### src/rtl/if_stage.sv
// Instruction-fetch stage: PC register, PC+4 adder, redirect mux and IF/ID register,
// plus fetch/redirect counters and a sticky misaligned-target flag.
module if_stage #(
  parameter logic [31:0] RESET_PC = 32'h0000_0000,
  parameter logic [31:0] NOP_INS  = 32'h0000_0000
) (
  input  logic        clock,
  input  logic        reset_n,
  input  logic        stall,
  input  logic        branch_taken,
  input  logic [31:0] branch_target,
  input  logic        jump,
  input  logic [25:0] jump_index,
  input  logic [31:0] imem_rdata,
  output logic [31:0] imem_addr,
  output logic [31:0] pc_out,
  output logic [31:0] if_id_ins,
  output logic [31:0] if_id_pc_plus4,
  output logic        if_id_valid,
  output logic [31:0] fetch_count,
  output logic [31:0] redirect_count,
  output logic        misalign_err
);

  localparam int unsigned XLEN = 32;

  logic [XLEN-1:0] pc_plus4;
  logic [XLEN-1:0] jump_target;
  logic [XLEN-1:0] branch_aligned;

  assign pc_plus4       = pc_out + XLEN'(4);
  assign jump_target    = {if_id_pc_plus4[31:28], jump_index, 2'b00};
  assign branch_aligned = {branch_target[31:2], 2'b00};

  // Memory address comes straight from the PC register; no control input reaches it.
  assign imem_addr = pc_out;

  // Priority: stall > branch > jump > sequential fetch.
  always_ff @(posedge clock or negedge reset_n) begin
    if (!reset_n) begin
      pc_out         <= RESET_PC;
      if_id_ins      <= NOP_INS;
      if_id_pc_plus4 <= '0;
      if_id_valid    <= 1'b0;
      fetch_count    <= '0;
      redirect_count <= '0;
      misalign_err   <= 1'b0;
    end else if (!stall) begin
      if (branch_taken || jump) begin
        pc_out         <= branch_taken ? branch_aligned : jump_target;
        if_id_ins      <= NOP_INS;
        if_id_pc_plus4 <= '0;
        if_id_valid    <= 1'b0;
        redirect_count <= redirect_count + XLEN'(1);
        if (branch_taken && (branch_target[1:0] != 2'b00)) begin
          misalign_err <= 1'b1;
        end
      end else begin
        pc_out         <= pc_plus4;
        if_id_ins      <= imem_rdata;
        if_id_pc_plus4 <= pc_plus4;
        if_id_valid    <= 1'b1;
        fetch_count    <= fetch_count + XLEN'(1);
      end
    end
  end

endmodule

### config.mk
export PLATFORM = sky130hd
export DESIGN_NAME = if_stage
export DESIGN_NICKNAME = d
export VERILOG_FILES = /design/src/rtl/if_stage.sv
export SDC_FILE = /design/constraint.sdc
export NUM_CORES = 1
export LEC_CHECK = 0
export CAP_MARGIN = 20
export CORE_MARGIN = 4
export CORE_UTILIZATION = 41
export CTS_CLUSTER_DIAMETER = 60
export DETAILED_ROUTE_END_ITERATION = 10
export HOLD_SLACK_MARGIN = 0.1
export PLACE_DENSITY_LB_ADDON = 0.08
export SYNTH_ARGS = -nofsm -noshare
export SYNTH_HDL_FRONTEND = slang
export SYNTH_SLANG_ARGS = --single-unit
### constraint.sdc
create_clock -name clock -period 2.5 [get_ports clock]
set_clock_uncertainty 0.1 [all_clocks]
set_input_delay 0.5 -clock clock [delete_from_list [all_inputs] [get_ports clock]]
set_output_delay 0.5 -clock clock [all_outputs]
set_load 0.05 [all_outputs]
Word level (Yosys, flattened, before mapping)
Index checks and enable logic that the tools add are counted.

word-level totals
  register bits = 162
  bits of input ports = 95
  output and inout bits = 194

cells by class
  add/subtract/negate cells = 3
  mux-type cells = 5
  bitwise logic cells = 2
  reductions and logical operators = 6

operator list
  kind                     number
  $mux W32                 4
  $add A32 B1 Y32 const B  2
  $add A32 B3 Y32 const B  1
  $reduce_and A2 Y1        2
  $reduce_and A3 Y1        1
  $not A1 Y1               2
  $reduce_bool A2 Y1       1
  $logic_and A1 B1 Y1      1
  $logic_or A1 B1 Y1       1
  $mux W1                  1

Longest topological paths before layout
  word-level depth = 3
  gate-level depth with buffers = 7
  mapped depth without buffers = 6

Least setup slack after synthesis
Ideal clock, no wire load.

  path kind = register -> register
  start = register pc_out[2], in the netlist imem_addr[2]
  end = register pc_out[28], in the netlist imem_addr[28]
  library setup time = 121 ps
  data arrival time = 2538 ps
  setup slack = -259 ps
  stages on the path, launching flop included = 7
  buffers on the path = 0
  path through = dfrtp_1 -> ha_1 -> nand3_1 -> nor4_1 -> nand4_1 -> a21o_1 -> a22o_1

on the way
  longest elaborated chain between the ends = 2

RTL lines
  item                      RTL line  RTL
  start: declaration        16        output logic [31:0] pc_out,
  start signal: assignment  50        pc_out <= branch_taken ? branch_aligned : jump_target;
  start signal: assignment  59        pc_out <= pc_plus4;
  $add A32 B3 Y32           31        assign pc_plus4 = pc_out + XLEN'(4);
  $mux W32                  49        if (branch_taken || jump) begin

Every way passes these cells.
A chain may end at the register's enable or synchronous reset.

Worst setup path after layout
  start = register pc_out[23], in the netlist imem_addr[23]
  end = output port imem_addr[23]

RTL lines
  item              RTL line  RTL
  end: declaration  15        output logic [31:0] imem_addr,

No word-level cell between the ends.

==> results.sh <==
export IMPL_status="complete, no violations"
export IMPL_p_total_uw=8140
export IMPL_core_area_sq_mm=0.0188
export IMPL_syn_area_per_cell_sq_um=9.59
export IMPL_period_share_pct=97.0
export IMPL_hp_class="register to register"
export IMPL_grt_pass1_vias=6736
export IMPL_cts_htree_levels=4
export IMPL_drive_above_1_share_pct=9.45
export IMPL_ys_seq_area_share_pct=50.4
export IMPL_rsz0062_at_grt="false"
export IMPL_finalWirelength_microns=22900
export IMPL_critPathCaptureType="primary output"
export IMPL_nets=1185
export IMPL_synth_area_leaders="dfrtp_1 50%, xnor2_1 6.8%, nand2_1 6.7%"
export IMPL_worstPathCellList="clkdlybuf4s50_1"
export IMPL_vias=6839
export IMPL_cts_sinks=158
export IMPL_num_io_pins=289
export IMPL_grt_overflow=0
export IMPL_hpwlAfterDp_microns=16600
export IMPL_fp_dieH_microns=146
export IMPL_synth_largest_area_cell="dfrtp_1"
export IMPL_fin_cells=1334
export IMPL_avgViaCountPerCell=5.13
export IMPL_crit_required_ns=1.90
export IMPL_cts_buffers=17
export IMPL_ant_nets=0
export IMPL_drc=0
export IMPL_post_cts_buffers=0
export IMPL_io_buffers=282
export IMPL_syn_to_final_growth_pct=48.1
export IMPL_synth_cell_type_count=55
export IMPL_slew_headroom_pct=56.4
export IMPL_antenna_found_initial=0
export IMPL_vdd_drop_max_mv=0.462
export IMPL_dp_cells=1301
export IMPL_crit_path_start_kind="register"
export IMPL_fmax_mhz=412
export IMPL_diodes=0
export IMPL_root_buffer="clkbuf_16"
export IMPL_cts_clk_slew_worst_paths_ns=0.07
export IMPL_grt_start_max_net_pins=171
export IMPL_place_congestion=0.786
export IMPL_dr_first_iter_drc_count=465
export IMPL_tns_ns=0
export IMPL_cellPowerDensity_mw_per_mm2=701
export IMPL_fillers=1630
export IMPL_cts_tree="built"
export IMPL_path_max_fanout=8
export IMPL_path_class="register to primary output"
export IMPL_final_util_pct=61.8
export IMPL_async_flop_share_pct=100
export IMPL_clock_latency_ns=0.42
export IMPL_fp_dieArea_sq_mm=0.0214
export IMPL_synth_flop_cell="dfrtp_1"
export IMPL_path_buf_inv=1
export IMPL_slew_violations=0
export IMPL_cp_slowest_cell="clkdlybuf4s50_1"
export IMPL_synth_top_area_share_pct=50.4
export IMPL_worstMarginPinSlew_ns=0.653
export IMPL_max_cap_violations=0
export IMPL_p_leak_uw=0.00489
export IMPL_cp_arrival_ns=1.83
export IMPL_initial_core_util_pct=41.8
export IMPL_finalHoldViolCount=0
export IMPL_clock_path_buffers=2
export IMPL_first_pass_iters=5
export IMPL_synth_edf_count=0
export IMPL_finalSetupViolations=0
export IMPL_grt_pass1_wl_microns=36900
export IMPL_place_area_sq_mm=0.0110
export IMPL_critPathTopFamily="buffers and inverters"
export IMPL_synth_cells=817
export IMPL_syn_cell_area_sq_mm=0.00784
export IMPL_yosysWarnings=0
export IMPL_rows=50
export IMPL_period_needed_ns=2.43
export IMPL_wl_per_cell_microns=17.2
export IMPL_slowest_delay_ns=0.90
export IMPL_grt_total_usage_pct=21.3
export IMPL_ys_ff_latch=158
export IMPL_die_width_microns=146
export IMPL_stdcell_area_sq_mm=0.0116
[final cells by class]
class                      count  area [sq um]  share of cell area, %
clock buffer                  21           470                   4.05
clock inverter                11           151                   1.30
inverter                      14          52.6                  0.453
multi-input combinational    570          3420                   29.5
sequential                   158          3970                   34.2
tap                          234           293                   2.52
timing repair buffer         326          3250                   28.0
[synthesized netlist by cell type (7+ instances only)]
library cell	number
dfrtp_1	158
xnor2_1	61
xor2_1	29
o31ai_1	16
a222oi_1	8
nor4_1	7
clkbuf_1	40
nor3_1	10
and3_1	20
nand2_1	140
a22oi_1	15
o31a_1	10
a21oi_1	19
nand3_1	29
inv_1	14
nor2_1	39
nand4_1	21
buf_4	36
o21ai_0	78
[routing by layer]
layer  vias up  GRT usage, %  wire length (microns)
li1       3350             -                      -
met1      3263          29.1                   9990
met2       209          33.9                  11100
met3        17          5.49                   1560
met4         0          5.69                    238
met5         -             0                      0
[flip-flops by register name, summed over array words and instances, names as in the netlist]
signal	flops
imem_addr	30
if_id_ins	32
redirect_count	32
fetch_count	32
if_id_pc_plus4	30
if_id_valid	1
misalign_err	1
[placed cells by master, fill, tap and decap left out, types with 3 or more instances in the layout]
cell type          n
and4_1             4
nand2b_1           3
a21oi_1           19
clkdlybuf4s50_1  278
xor2_1            29
nand3_1           29
a22oi_1           15
clkbuf_16         17
dfrtp_2           12
o22ai_1            6
clkbuf_8           3
a222oi_1           8
and3_1            20
xnor2_1           61
nand2_1          140
bufinv_16          3
o2bb2ai_1          3
nor4_1             6
buf_12             8
o21bai_1           4
ha_1               3
dfrtp_1          146
o31ai_1           16
a22o_1             4
inv_6              3
nor3_1            10
conb_1             6
nor2_1            38
o31a_1            10
o21ai_0           78
buf_4             36
nor4_2             3
inv_1             14
nand4_1           21
[final timing paths]
path / startpoint / end / slack (ns) / cells past startpoint
setup / recovery: imem_addr[23] / imem_addr[23] / 0.07 / 1
hold / removal: fetch_count[31] / fetch_count[31] / 0.37 / 1
setup reg to reg: imem_addr[4] / imem_addr[29] / 0.16 / 5
hold reg to reg: fetch_count[31] / fetch_count[31] / 0.37 / 1
max in group asynchronous: reset_n / imem_addr[14] / 1.18 / 3
min in group asynchronous: reset_n / redirect_count[21] / 0.50 / 2
[report_power, final]
group / internal, uW / switching, uW / leakage [uW]
combinational: 850 / 1500 / 0.00250
sequential: 2770 / 278 / 0.00209
clock: 1660 / 1080 / 0.000304
[what timing repair did]
item / in CTS / in global routing
hold buffers: 1 / 0
setup endpoints to repair: 0 / 1
hold endpoints to repair: 48 / 0
resized for setup: 0 / 1
[logic make-up (layout without fill, tap and decap cells)]
family | count (synthesis) | after routing | share of synthesized area [%]
and+or+nand+nor | 294 | 294 | 18.1
AOI/OAI and AO/OA | 174 | 174 | 14.1
DFF | 158 | 158 | 50.4
buffers and inverters | 94 | 372 | 6.38
xor gates and xnor gates | 90 | 90 | 10.1
adders and majority gates | 3 | 3 | 0.479
muxes | 3 | 3 | 0.399
other | 1 | 6 | 0.0478
[through the flow]
stage / setup WS [ns] / hold WS (ns)
floorplan: 0.0585 / 0.104
global placement: -0.311 / 0.359
detailed placement: -0.334 / 0.366
CTS: 0.0542 / 0.381
global route: 0.0276 / 0.403
finish: 0.0739 / 0.374
No activity file was read; power rests on OpenSTA's default activity.
